$ cat src/rtl/brg_cfg_ctrl.sv
// SPART baud-rate-generator configuration sequencer: loads the divisor selected by
// br_cfg high byte then low byte, and arbitrates the brg load bus with host writes.
module brg_cfg_ctrl #(
  parameter logic [15:0] DIV_4800  = 16'h0516,
  parameter logic [15:0] DIV_9600  = 16'h028B,
  parameter logic [15:0] DIV_19200 = 16'h0146,
  parameter logic [15:0] DIV_38400 = 16'h00A3,
  parameter int          SYNC_WAIT = 2
) (
  input  logic       i_clk,
  input  logic       i_rst,
  input  logic [1:0] i_br_cfg,
  input  logic       i_host_req,
  input  logic       i_host_sel,
  input  logic [7:0] i_host_data,
  output logic       o_host_gnt,
  output logic [7:0] o_data_out,
  output logic       o_load_high,
  output logic       o_load_low,
  output logic       o_cfg_busy,
  output logic       o_cfg_done,
  output logic       o_link_enable
);

  localparam int CW = (SYNC_WAIT < 1) ? 1 : $clog2(SYNC_WAIT + 1);

  typedef enum logic [2:0] {S_WAIT, S_HI, S_LO, S_DONE, S_IDLE, S_HOST} state_t;

  function automatic logic [15:0] f_div(input logic [1:0] sel);
    case (sel)
      2'b00:   f_div = DIV_4800;
      2'b01:   f_div = DIV_9600;
      2'b10:   f_div = DIV_19200;
      default: f_div = DIV_38400;
    endcase
  endfunction

  state_t        r_state, w_state;
  logic [CW-1:0] r_cnt, w_cnt;
  logic [1:0]    r_sel, w_sel;
  logic [1:0]    r_sync1, r_sync;
  logic [7:0]    r_data, w_data;
  logic          r_lh, w_lh, r_ll, w_ll, r_gnt, w_gnt;
  logic          r_done, w_done, r_link, w_link, r_busy, w_busy;
  logic [15:0]   w_div_sync, w_div_cur;

  assign w_div_sync = f_div(r_sync);
  assign w_div_cur  = f_div(r_sel);

  // Next-state logic also computes the outputs of the state being entered, so every
  // output is a flop and data_out falls back to zero whenever no strobe is set.
  always_comb begin
    w_state = r_state;
    w_cnt   = r_cnt;
    w_sel   = r_sel;
    w_data  = 8'h00;
    w_lh    = 1'b0;
    w_ll    = 1'b0;
    w_gnt   = 1'b0;
    w_done  = 1'b0;
    w_link  = r_link;
    w_busy  = r_busy;
    case (r_state)
      S_WAIT: begin
        if (r_cnt == CW'(SYNC_WAIT)) begin
          w_state = S_HI;
          w_sel   = r_sync;
          w_lh    = 1'b1;
          w_data  = w_div_sync[15:8];
          w_link  = 1'b0;
        end else begin
          w_cnt = r_cnt + 1'b1;
        end
      end
      S_HI: begin
        w_state = S_LO;
        w_ll    = 1'b1;
        w_data  = w_div_cur[7:0];
      end
      S_LO: begin
        w_state = S_DONE;
        w_done  = 1'b1;
        w_link  = 1'b1;
        w_busy  = 1'b0;
      end
      S_DONE: w_state = S_IDLE;
      S_IDLE: begin
        // Reconfiguration outranks the host; a pending host_req is served afterwards.
        if (r_sync != r_sel) begin
          w_state = S_HI;
          w_sel   = r_sync;
          w_busy  = 1'b1;
          w_lh    = 1'b1;
          w_data  = w_div_sync[15:8];
          w_link  = 1'b0;
        end else if (i_host_req) begin
          w_state = S_HOST;
          w_gnt   = 1'b1;
          w_data  = i_host_data;
          w_lh    = i_host_sel;
          w_ll    = ~i_host_sel;
          w_link  = ~i_host_sel;
        end
      end
      S_HOST:  w_state = S_IDLE;
      default: w_state = S_WAIT;
    endcase
  end

  always_ff @(posedge i_clk or posedge i_rst) begin
    if (i_rst) begin
      r_state <= S_WAIT;
      r_cnt   <= '0;
      r_sel   <= 2'b00;
      r_sync1 <= 2'b00;
      r_sync  <= 2'b00;
      r_data  <= 8'h00;
      r_lh    <= 1'b0;
      r_ll    <= 1'b0;
      r_gnt   <= 1'b0;
      r_done  <= 1'b0;
      r_link  <= 1'b0;
      r_busy  <= 1'b1;
    end else begin
      r_state <= w_state;
      r_cnt   <= w_cnt;
      r_sel   <= w_sel;
      r_sync1 <= i_br_cfg;
      r_sync  <= r_sync1;
      r_data  <= w_data;
      r_lh    <= w_lh;
      r_ll    <= w_ll;
      r_gnt   <= w_gnt;
      r_done  <= w_done;
      r_link  <= w_link;
      r_busy  <= w_busy;
    end
  end

  assign o_host_gnt    = r_gnt;
  assign o_data_out    = r_data;
  assign o_load_high   = r_lh;
  assign o_load_low    = r_ll;
  assign o_cfg_busy    = r_busy;
  assign o_cfg_done    = r_done;
  assign o_link_enable = r_link;

endmodule

$ cat config.mk
export PLATFORM = sky130hd
export DESIGN_NAME = brg_cfg_ctrl
export DESIGN_NICKNAME = d
export VERILOG_FILES = /design/src/rtl/brg_cfg_ctrl.sv
export SDC_FILE = /design/constraint.sdc
export NUM_CORES = 1
export LEC_CHECK = 0
export CORE_MARGIN = 5
export CORE_UTILIZATION = 53
export CTS_CLUSTER_DIAMETER = 80
export DETAILED_ROUTE_END_ITERATION = 7
export DONT_BUFFER_PORTS = 1
export PLACE_DENSITY_LB_ADDON = 0.1
export SKIP_LAST_GASP = 1
export SLEW_MARGIN = 10
export SYNTH_ARGS = -nofsm -noshare
export SYNTH_HDL_FRONTEND = slang
export SYNTH_SLANG_ARGS = --single-unit
$ cat constraint.sdc
create_clock -name i_clk -period 1.9 [get_ports i_clk]
set_clock_uncertainty 0.2 [all_clocks]
set_input_delay 0.285 -clock i_clk [delete_from_list [all_inputs] [get_ports i_clk]]
set_output_delay 0.285 -clock i_clk [all_outputs]
set_load 0.1 [all_outputs]
==> qor.txt <==
Seq/Total Area, Yosys - 60.4%
Final wirelength - 1.86 mm
Layout cells sized above 1 - 32.8%
Final setup violation count - 0
F_max - 561 MHz
YS warnings - 0
Worst path top cell family by delay - compound AO/OA/AOI/OAI gates
Number of distinct library cells after synthesis - 32
Placer Congestion - 0.765
Final min period - 1780 ps
Crit. End Element - register
First-pass GRT wire length - 3.22 mm
Hold crit path type - input pin to register
Worst-path clk slew - 120 ps
RSZ-0062 raised after global routing - no
Reg-to-reg setup timing slack - 120 ps
Fin crit share - 93.8%
Die height - 54.3 µm
Worst slew margin - 65.3%
# clock sinks - 25
Area grow syn2layout - 32.0%
Pin count of the biggest net entering global routing - 26
Setup TNS Final - 0 ps
Worst-path cell chain - xor2_1 -> nor2_1 -> a211oi_4 -> a221o_2
Final nets - 135
CP max FO - 5
Syn Inst Count - 83
Syn_nets - 98
Mapped cell area - 1040 µm²
Synth async-reset ratio - 100%
Antenna violations before repair - 0
Number of global-route vias before repair - 725
Status - complete, no violations
Synth top area share - 57.8%
Root buffer cell - clkbuf_4
Most frequent cells in the layout - 24 x dfrtp_1, 22 x buf_4, 13 x dlygate4sd3_1
Required @ worst endpoint - 1910 ps
Post-CTS setup buffer count - 0
Pins over their slew limit - 0
Via count - 723
CTS tree - yes
Die Area - 2940 µm²
Flops & latches, synth - 25
DR vias/cell - 4.95
Post_cts resized - 0
H-tree depth - 1
Commonest non-fill, non-tap cell in the layout - dfrtp_1
Adder-cell share of the synthesized area - 1.20%
Number of synthesized flops with an enable pin - 0
Core box area - 1920 µm²
Synth Area in Compound Gates - 16.4%
Mean Syn Cell Area - 12.5 µm²
Crit-path max cell delay - 440 ps
Simple-Gate Fraction of Synth Area - 11.6%
Wire per inst - 12.7 µm
XOR/XNOR Fraction of Synth Area - 2.53%
I/O Pins - 28
Arrival time worst endpoint - 1790 ps
Post-synthesis mux area share - 3.25%
Filler instances - 153
CTS Buffer Depth - 2
Top_reg_cell synth - dfrtp_1
Kind of critical path - register to register
Slowest CP cell - dfrtp_1
Die extent in x - 54.3 µm
GRT Total Usage - 15.5%
Top cells by area, synth - dfrtp_1 58%, a22o_2 3.9%, nor2_1 3.3%
Ant diodes - 0
Crit start category - register
Largest area contributor in the netlist - dfrtp_1
Buffers added on ports - 0
Grt ovf - 0
Worst Tran Pin Value - 520 ps
Num CTS Buffers - 3
Latest clock arrival within the worst-skew pair - 310 ps
MaxCap Viol Count - 0
DRC - 0
Worst path bufs/invs - 0
Final hold violation count - 0
Detail Route Antenna Nets - 0
DP HPWL - 1.33 mm
Rows - 16
Initial DRC Count - 12
Initial core utilization - 54.0%
Pre-antenna DRT Iters - 4
Main combinational cell family by area after synthesis - compound AO/OA/AOI/OAI gates
tightest hold or removal path: cells and delay by family:
| family | cells | cell delay, ps |
|---|---|---|
| AND/OR/NAND/NOR | 2 | 130 |
| AO/OA/AOI/OAI | 1 | 180 |
metrics by stage:
| step | setup slack, ps | util [%] | cells | hold slack (ps) | instance area, µm² |
|---|---|---|---|---|---|
| global placement | 160 | 63.2 | 129 | 41.7 | 1210 |
| floorplan | 68.3 | - | 83 | 112 | 1040 |
| detailed placement | 98.1 | 63.2 | 129 | 41.3 | 1210 |
| CTS | 83.6 | 71.4 | 146 | 112 | 1370 |
| global route | 25.6 | 71.4 | 146 | 140 | 1370 |
| finish | 118 | 71.4 | 146 | 123 | 1370 |
cell type report:
class | instances | area, µm² | area share [%]
Sequential cell | 25 | 627 | 45.7
Multi-Input combinational cell | 48 | 363 | 26.5
Timing Repair Buffer | 35 | 295 | 21.5
Tap cell | 27 | 33.8 | 2.46
Clock buffer | 4 | 26.3 | 1.92
Inverter | 7 | 26.3 | 1.92
sequential cells by signal (all words and copies together), names as in the netlist:
| name | cells |
|---|---|
| o_load_high | 1 |
| r_cnt | 2 |
| o_link_enable | 1 |
| r_sync1 | 2 |
| o_host_gnt | 1 |
| o_data_out | 8 |
| o_load_low | 1 |
| r_sel | 2 |
| o_cfg_busy | 1 |
| r_sync | 2 |
| o_cfg_done | 1 |
| r_state | 3 |
per-layer routing:
metal | GRT usage [%] | part of all wire [%]
met1 | 20.2 | 45
met3 | 4.09 | 9.4
met4 | 7.47 | 1.2
met2 | 23.9 | 45
met5 | 0 | 0
Yosys cell counts (all sizes together) (2+ instances only):
cell	n
nor3	3
nor2	9
a221o	3
xor2	2
o21ai	2
inv	7
a21oi	2
dfrtp	24
buf	3
mux2	3
a22o	5
nand2	5
worst paths after layout:
| kind | start | endpoint | depth (start not counted) |
|---|---|---|---|
| max | r_sel[0]$_DFFE_PP0P_ | o_data_out[0]$_DFF_PP0_ | 4 |
| min | i_host_sel | o_load_high$_DFF_PP0_ | 3 |
| max reg2reg | r_sel[0]$_DFFE_PP0P_ | o_data_out[0]$_DFF_PP0_ | 4 |
| min reg2reg | r_sync1[0]$_DFF_PP0_ | r_sync[0]$_DFF_PP0_ | 0 |
| max in group asynchronous | i_rst | o_cfg_busy$_DFFE_PP1P_ | 3 |
| min in group asynchronous | i_rst | o_data_out[0]$_DFF_PP0_ | 3 |
kinds of logic after synthesis:
kind of cell             Yosys count
flip-flops                        25
AND/OR/NAND/NOR                   22
AO/OA/AOI/OAI                     19
buffers and inverters             10
XOR/XNOR                           3
multiplexers                       3
adder cells (fa/ha/maj)            1
repair_timing:
action / CTS / global route
hold buffers: 13 / 0
hold endpoints to repair: 38 / 0
endpoints found under the setup margin: 0 / 1
Power is left out: the tool's default activity adds up to more than one toggle a clock period on the data nets, which glitch-free logic cannot reach.
